File: src/rtl/sprite_row_fetcher.sv
// Sole master of the sprite ROM: prefetches the next scanline's row for fireboy and
// icegirl at the start of horizontal blank, then serves the merged sprite pixel.
module sprite_row_fetcher #(
  parameter int SPR_W    = 32,
  parameter int SPR_H    = 32,
  parameter int ROM_AW   = 11,
  parameter int H_ACTIVE = 640,
  parameter int V_TOTAL  = 525
) (
  input  logic              Clk,
  input  logic              Reset,
  input  logic [9:0]        DrawX,
  input  logic [9:0]        DrawY,
  input  logic [9:0]        fb_x,
  input  logic [9:0]        fb_y,
  input  logic [9:0]        ig_x,
  input  logic [9:0]        ig_y,
  output logic [ROM_AW-1:0] rom_addr,
  input  logic [7:0]        rom_data,
  output logic              is_fireboy,
  output logic [7:0]        fireboy_data,
  output logic              fetch_busy,
  output logic              overrun
);

  localparam int                COL_W     = $clog2(SPR_W);
  localparam int                ROW_W     = $clog2(SPR_H);
  localparam logic [COL_W:0]    LAST_COL  = (COL_W+1)'(SPR_W);
  localparam logic [9:0]        BLANK_X   = 10'(H_ACTIVE);
  localparam logic [9:0]        LAST_Y    = 10'(V_TOTAL - 1);
  localparam logic [ROM_AW-1:0] SPR_WORDS = ROM_AW'(SPR_W * SPR_H);

  typedef enum logic [1:0] {IDLE, FETCH0, FETCH1} state_t;

  state_t           state, state_next;
  logic             blank_q, blank_prev, trig;
  logic [9:0]       next_y;
  logic [9:0]       lat_x [2];
  logic [9:0]       lat_y [2];
  logic [1:0]       row_valid;
  logic [7:0]       line_buf [2][SPR_W];
  logic [COL_W:0]   col_cnt;
  logic             cur;
  logic [1:0]       hit;
  logic [ROW_W-1:0] row [2];
  logic [COL_W-1:0] wr_col;
  logic [7:0]       pix [2];
  logic [1:0]       opaque;

  // One pulse per line even though DrawX dwells on the blank column for two clocks.
  assign trig   = blank_q & ~blank_prev;
  assign cur    = (state == FETCH1);
  assign wr_col = COL_W'(col_cnt - 1'b1);

  // 11-bit compares so a sprite near the bottom never wraps onto the top lines.
  always_comb begin
    for (int s = 0; s < 2; s++) begin
      hit[s] = ({1'b0, next_y} >= {1'b0, lat_y[s]}) &&
               ({1'b0, next_y} <  {1'b0, lat_y[s]} + 11'(SPR_H));
      row[s] = ROW_W'(next_y - lat_y[s]);
    end
  end

  always_ff @(posedge Clk or posedge Reset) begin
    if (Reset) state <= IDLE;
    else       state <= state_next;
  end

  // NOTE: every combinational output gets a default first so no path infers a latch.
  always_comb begin
    state_next = state;
    case (state)
      IDLE:    if (trig) state_next = FETCH0;
      FETCH0:  if (!hit[0] || col_cnt == LAST_COL) state_next = FETCH1;
      FETCH1:  if (!hit[1] || col_cnt == LAST_COL) state_next = IDLE;
      default: state_next = IDLE;
    endcase
  end

  always_comb begin
    fetch_busy = (state != IDLE);
    rom_addr   = '0;
    if (fetch_busy && hit[cur] && col_cnt != LAST_COL)
      rom_addr = (cur ? SPR_WORDS : '0) + ROM_AW'(row[cur]) * ROM_AW'(SPR_W) + ROM_AW'(col_cnt);
  end

  // NOTE: the line buffers are reset on purpose so a freshly reset display shows nothing;
  // sequential state uses non-blocking assignments throughout.
  always_ff @(posedge Clk or posedge Reset) begin
    if (Reset) begin
      blank_q    <= 1'b0;
      blank_prev <= 1'b0;
      overrun    <= 1'b0;
      next_y     <= '0;
      row_valid  <= '0;
      col_cnt    <= '0;
      for (int s = 0; s < 2; s++) begin
        lat_x[s] <= '0;
        lat_y[s] <= '0;
        for (int c = 0; c < SPR_W; c++) line_buf[s][c] <= '0;
      end
    end else begin
      blank_q    <= (DrawX == BLANK_X);
      blank_prev <= blank_q;
      if (trig && state != IDLE) overrun <= 1'b1;
      if (trig && state == IDLE) begin
        next_y   <= (DrawY == LAST_Y) ? '0 : DrawY + 10'd1;
        lat_x[0] <= fb_x;
        lat_y[0] <= fb_y;
        lat_x[1] <= ig_x;
        lat_y[1] <= ig_y;
      end
      if (fetch_busy) begin
        col_cnt <= (state_next != state) ? '0 : col_cnt + 1'b1;
        // Hide the old row as soon as this sprite's fetch begins.
        if (col_cnt == '0) row_valid[cur] <= 1'b0;
        if (hit[cur] && col_cnt != '0) line_buf[cur][wr_col] <= rom_data;
        if (hit[cur] && col_cnt == LAST_COL) row_valid[cur] <= 1'b1;
      end
    end
  end

  always_comb begin
    for (int s = 0; s < 2; s++) begin
      pix[s]    = line_buf[s][COL_W'(DrawX - lat_x[s])];
      opaque[s] = row_valid[s] && (DrawX >= lat_x[s]) &&
                  ({1'b0, DrawX} < {1'b0, lat_x[s]} + 11'(SPR_W)) &&
                  (DrawX < BLANK_X) && (pix[s] != 8'd0);
    end
    is_fireboy   = 1'b0;
    fireboy_data = '0;
    if (opaque[0]) begin
      is_fireboy   = 1'b1;
      fireboy_data = pix[0];
    end else if (opaque[1]) begin
      is_fireboy   = 1'b1;
      fireboy_data = pix[1];
    end
  end

endmodule

File: config.mk
export PLATFORM = sky130hd
export DESIGN_NAME = sprite_row_fetcher
export DESIGN_NICKNAME = d
export VERILOG_FILES = /design/src/rtl/sprite_row_fetcher.sv
export SDC_FILE = /design/constraint.sdc
export NUM_CORES = 1
export LEC_CHECK = 0
export ABC_CLOCK_PERIOD_IN_PS = 42900
export CAP_MARGIN = 0
export CORE_MARGIN = 5
export CORE_UTILIZATION = 40
export CTS_CLUSTER_SIZE = 25
export DETAILED_ROUTE_END_ITERATION = 16
export GPL_ROUTABILITY_DRIVEN = 0
export PLACE_DENSITY_LB_ADDON = 0.08
export SLEW_MARGIN = 20
export SYNTH_ARGS = -nofsm -noshare
export SYNTH_HDL_FRONTEND = slang
export SYNTH_SLANG_ARGS = --single-unit
export TNS_END_PERCENT = 20
File: constraint.sdc
create_clock -name Clk -period 42.9 [get_ports Clk]
set_clock_uncertainty 0.15 [all_clocks]
set_input_delay 8.58 -clock Clk [delete_from_list [all_inputs] [get_ports Clk]]
set_output_delay 8.58 -clock Clk [all_outputs]
set_load 0.02 [all_outputs]
After elaboration in Yosys (flattened, before gate mapping)

Cells that the tools add are included.

Add/subtract/negate cells: 13
Magnitude comparators: 17
Equal/unequal tests: 7
Muxes and demuxes: 33
Bitwise logic cells: 9
Reductions and logical operators: 30

Operator list:

| operator                                                         | number |
|---|---|
| 512-bit bitwise mux                                              | 1 |
| 256-bit demux with 1-bit select                                  | 1 |
| 256-bit two-way mux                                              | 1 |
| 8-bit binary-select mux with 5-bit select                        | 2 |
| 8-bit two-way mux                                                | 7 |
| 10-bit by 6-bit adder with 11-bit output (second input constant) | 4 |
| 10-bit by 11-bit < comparator with 1-bit output                  | 4 |
| 8-bit demux with 5-bit select                                    | 1 |
| 10-bit greater-or-equal comparator                               | 4 |
| 11-bit two-way mux                                               | 2 |
| 10-bit == test (second input constant)                           | 2 |
| 5-bit subtractor                                                 | 4 |
| 1-bit logical AND                                                | 19 |
| 6-bit greater-or-equal comparator (second input constant)        | 3 |
| 5-bit NOT with 6-bit output                                      | 3 |
| 8-bit nonzero test                                               | 2 |
| 5-bit two-way mux                                                | 3 |
| 2-bit two-way mux                                                | 6 |
| 11-bit by 10-bit adder with 11-bit output                        | 1 |
| 11-bit by 6-bit adder with 11-bit output                         | 1 |
| 10-bit by 1-bit adder with 10-bit output (second input constant) | 1 |
| 10-bit < comparator (second input constant)                      | 1 |
| 10-bit two-way mux                                               | 1 |
| 6-bit by 1-bit adder with 6-bit output (second input constant)   | 1 |
| other kinds (28)                                                 | 34 |

Register bits: 575
Input bits: 70
Word-level logic and storage cells: 184

Logic depth before layout (Yosys ltp)

Depth after elaboration: 11
Mapped depth: 14

Least setup slack after synthesis

Ideal clock, no wire load.

Path type: in2out
From: input port DrawX[0]
To: output port fireboy_data[0]
Data arrival time: 11.549 ns
Setup slack: 22.621 ns
Cell stages on the path: 13
Path buffers: 2
Cells stage by stage: inv_1 > ha_1 > inv_1 > fa_1 > buf_4 > buf_1 > mux4_2 > mux2i_1 > nand3_1 > a22oi_1 > a41oi_1 > o211ai_4 > mux2_4

Longest elaborated chain between the ends: 9
Elaborated cells between the ends (all ways): 27
Those cells by class: add/sub: 2; order compare: 5; mux: 8; bitwise: 2; reduce/logical: 10

RTL lines:

| element                                               | RTL line | text |
|---|---|---|
| from (decl)                                           | 12       | `input logic [9:0] DrawX,` |
| 5-bit subtractor                                      | 125      | `pix[s] = line_buf[s][COL_W'(DrawX - lat_x[s])];` |
| 5-bit NOT with 6-bit output (not written as such)     | 125      |  |
| 8-bit binary-select mux with 5-bit select             | 125      |  |
| 8-bit two-way mux (not written as such) (2 in series) | 125      |  |
| 8-bit nonzero test                                    | 128      | `(DrawX < BLANK_X) && (pix[s] != 8'd0);` |
| 1-bit logical AND                                     | 128      |  |
| 8-bit two-way mux                                     | 135      | `end else if (opaque[1]) begin` |
| 8-bit two-way mux *                                   | 132      | `if (opaque[0]) begin` |
| to (decl)                                             | 21       | `output logic [7:0] fireboy_data,` |

Every way passes the cells marked *; elsewhere a longest branch is shown, timed or not. The select of a mux whose other input is x is not followed.

Final worst setup path

From: input port DrawX[0]
To: output port is_fireboy

Longest elaborated chain between the ends: 9
Elaborated cells between the ends (all ways): 27
Those cells by class: add/sub: 2; order compare: 5; mux: 8; bitwise: 2; reduce/logical: 10

RTL lines:

| element                                               | RTL line | text |
|---|---|---|
| 5-bit subtractor                                      | 125      |  |
| 5-bit NOT with 6-bit output (not written as such)     | 125      |  |
| 8-bit binary-select mux with 5-bit select             | 125      |  |
| 8-bit two-way mux (not written as such) (2 in series) | 125      |  |
| 8-bit nonzero test                                    | 128      |  |
| 1-bit logical AND                                     | 128      |  |
| 1-bit two-way mux                                     | 135      |  |
| 1-bit two-way mux *                                   | 132      |  |
| to (decl)                                             | 20       | `output logic is_fireboy,` |

Marked as above.

==> flow_summary.toml <==
[place]
dpl_cell_area_mm2 = 0.0309
dp_hpwl_mm = 51.9
dpl.cell_count = 3111
port-buffer-count = 91

[timing]
finalHoldViolCount = 0
slew_viol_final = 0
tightest_slew_ns = 1.12
tns_ns = 0
period_needed_ns = 23.21
max-slew-margin-rel_pct = 23.5
period_share_pct = 54.1
rsz0062_at_grt = "false"
setup_viol = 0
max_freq_mhz = 43.1
hold_slack_ns = 0.224

[setup_path]
crit_type = "input port to primary output"
startpoint = "DrawX[0]"
critical_path.max_stage_delay_ns = 1.08
cp_num_buf_inv = 5
crit_path_cell_trace = "clkdlybuf4s50_1 > inv_1 > ha_4 > inv_1 > fa_2 > buf_4 > mux4_2 > and3_1 > a2111oi_0 > or4_1 > nand4_1 > nor2_1 > o21ai_1 > clkdlybuf4s50_1"
critical-path-slowest-cell = "fa_2"
critical_path.max_fanout = 39
reg2reg_from = "lat_y[5]$_DFFE_PP0P_"
cp_top_family = "buffers and inverters"
end_kind = "primary output"
arrival_ns = 14.48
startpoint_type = "input port"
cp.required_ns = 34.17

[floorplanning]
io_pins = 92
die_w_um = 280
fp.dieArea_mm2 = 0.0781
die_h_um = 280
start_util_pct = 40.5
core_area_mm2 = 0.0717
row_count = 98

[logic_synthesis]
syn_area_per_cell_um2 = 13.3
synthXorXnorAreaFrac_pct = 1.18
synth-edff-count = 0
seq_area_frac_synth_pct = 49.5
yosys.area.top_type = "dfrtp_1"
synth_adder_area_share_pct = 3.56
synth_top_family_by_area = "multiplexers"
synth_cells = 2184
synth.distinct_cells = 58
netlist_area_mm2 = 0.0291
ys_seq_elements = 575
synthFlopType = "dfrtp_1"
synthMuxAreaShare_pct = 31.3
yosysTopAreaCellShare_pct = 49.5
synthTopCellsByArea = "dfrtp_1 50%, mux2_2 20%, mux4_2 9.9%"
yosys_warnings = 0
synth_nets = 2335
async_flop_share_pct = 100
synth_compound_area_share_pct = 4.89
synth-simple-area-share_pct = 6.50

[cells_and_area]
final_cells = 3226
drive_gt1_share_pct = 36.3
fin_area_mm2 = 0.0330
area_growth_pct = 13.7
layout.nets = 2381

[routing]
avgRoutedWirePerCell_um = 24.5
vias = 18432
via_per_inst = 5.71
drtIter0Drc = 1042
drc = 0
first_pass_iters = 5
drt-total-wl_mm = 79.1
ant_nets = 0

[hold_path]
min_path_type = "flip-flop to flip-flop"
min-delay-start = "blank_q$_DFF_PP0_"

[global_route]
grt_start_max_net_pins = 157
antenna_found_initial = 5
grt_pass1_wl_mm = 123
grt-ovfl-total = 0
grt_pass1_vias = 19377
track_usage_pct = 20.2

[clock_network]
cts_buffer_depth = 3
clk_pin_slew_worst_paths_ns = 0.06
cts.htree.levels = 3
cts.sinks = 575
postCtsSetupRepairBufs = 0
insertion_delay_ns = 0.61
cts_made_buffers = 67
ctsResizeCount = 0
ctsHoldBuffers = 0
cts_tree = "built"
cts_root_buffer = "clkbuf_16"

[power_and_ir_drop]
leakage_nw = 14.4
power_density_mw_per_mm2 = 40.5
ir_drop_mv = 0.0335
power.total_mw = 1.34

[job]
maxCapViolations = 0

[outcome]
status = "finished, final reports clean"
==> worst paths after layout <==
check	to	slack [ns]	cells after the start
setup reg to reg	line_buf[63]$_DFFE_PP0P_	39.27	11
hold reg to reg	blank_prev$_DFF_PP0_	0.22	0
max in group asynchronous	line_buf[127]$_DFFE_PP0P_	32.11	4
hold / removal	blank_prev$_DFF_PP0_	0.22	0
setup / recovery	is_fireboy	19.69	14
min in group asynchronous	line_buf[273]$_DFFE_PP0P_	8.28	2
==> logic make-up (layout without fill, tap and decap cells) <==
group / count (synthesis) / in the layout
mux: 681 / 681
flops: 575 / 575
simple gates: 376 / 376
compound gates: 217 / 217
buf+inv: 215 / 306
fa+ha+maj: 81 / 81
xor+xnor: 39 / 39
other cells: 0 / 1
==> synthesized netlist by cell type, types with 4 or more instances <==
cell type  instances
mux2_4             8
nand2_1          106
mux4_2           128
a21o_1            13
nor3_1            15
inv_1             63
mux2_2           512
buf_2             19
nand2b_1           7
a21oi_1           33
a22oi_1            9
or4_1              9
nor2b_1           15
o21ai_1            6
ha_1              78
a31oi_1            4
or3_1              5
buf_1             15
mux2i_1           33
xor2_1            10
clkbuf_1         108
o21ai_0           74
buf_6              5
nand4_1           19
nor2_1            65
dfrtp_1          575
o211ai_1           6
xnor2_1           29
nand3_1           56
nand4b_1           4
o21a_1             6
o22ai_1            4
and3_1            63
a2111oi_0         33
buf_4              5
a31o_2             9
==> placed cells by master, fill, tap and decap left out, types with 10 or more instances in the layout <==
master,count
inv_1,62
buf_4,35
nor2b_1,15
o21ai_0,74
nor3_1,15
clkbuf_16,70
mux2i_1,33
clkbuf_8,14
xnor2_1,27
a2111oi_0,29
clkinv_2,10
nand4_1,19
clkbuf_1,12
mux2_2,512
nand3_1,56
nand2_1,105
and3_1,63
a21oi_1,33
dfrtp_1,575
clkdlybuf4s50_1,83
a21o_1,13
nor2_1,64
ha_1,76
mux4_2,128
==> power by group <==
| part | total (mW) | switching, mW | internal, mW |
|---|---|---|---|
| Clock | 0.563 | 0.229 | 0.335 |
| Combinational | 0.199 | 0.117 | 0.0811 |
| Sequential | 0.576 | 0.0123 | 0.564 |
==> cell type report <==
class / count / area [µm²]
clock buffers: 96 / 1990
diodes: 1 / 2.50
repair buffers: 129 / 1180
well taps: 950 / 1190
clock inverters: 18 / 179
flip-flops and latches: 575 / 14400
inverters: 63 / 244
fillers: 6411 / 38700
multi-input cells: 1394 / 13900
==> through the flow <==
step           setup slack (ns)  util [%]
2_1_floorplan             18.08         -
3_3_place_gp              19.61      43.0
3_5_place_dp              19.96      43.0
4_1_cts                   19.94      46.1
5_1_grt                   19.55      46.1
6_report                  19.69      46.1
==> state kept, by name, summed over array words and instances, names as in the netlist, named ones only <==
register / cells
line_buf: 512
lat_y: 20
overrun: 1
col_cnt: 6
lat_x: 20
state: 2
next_y: 10
blank_q: 1
blank_prev: 1
==> per-layer routing <==
layer	track usage (%)	vias to the layer above	part of all wire (%)
li1	-	8177	-
met1	29.0	9704	46
met2	31.1	434	46
met3	4.83	113	6.0
met4	5.41	4	2.5
met5	0	-	0.038
No activity file was read; power rests on OpenSTA's default activity.
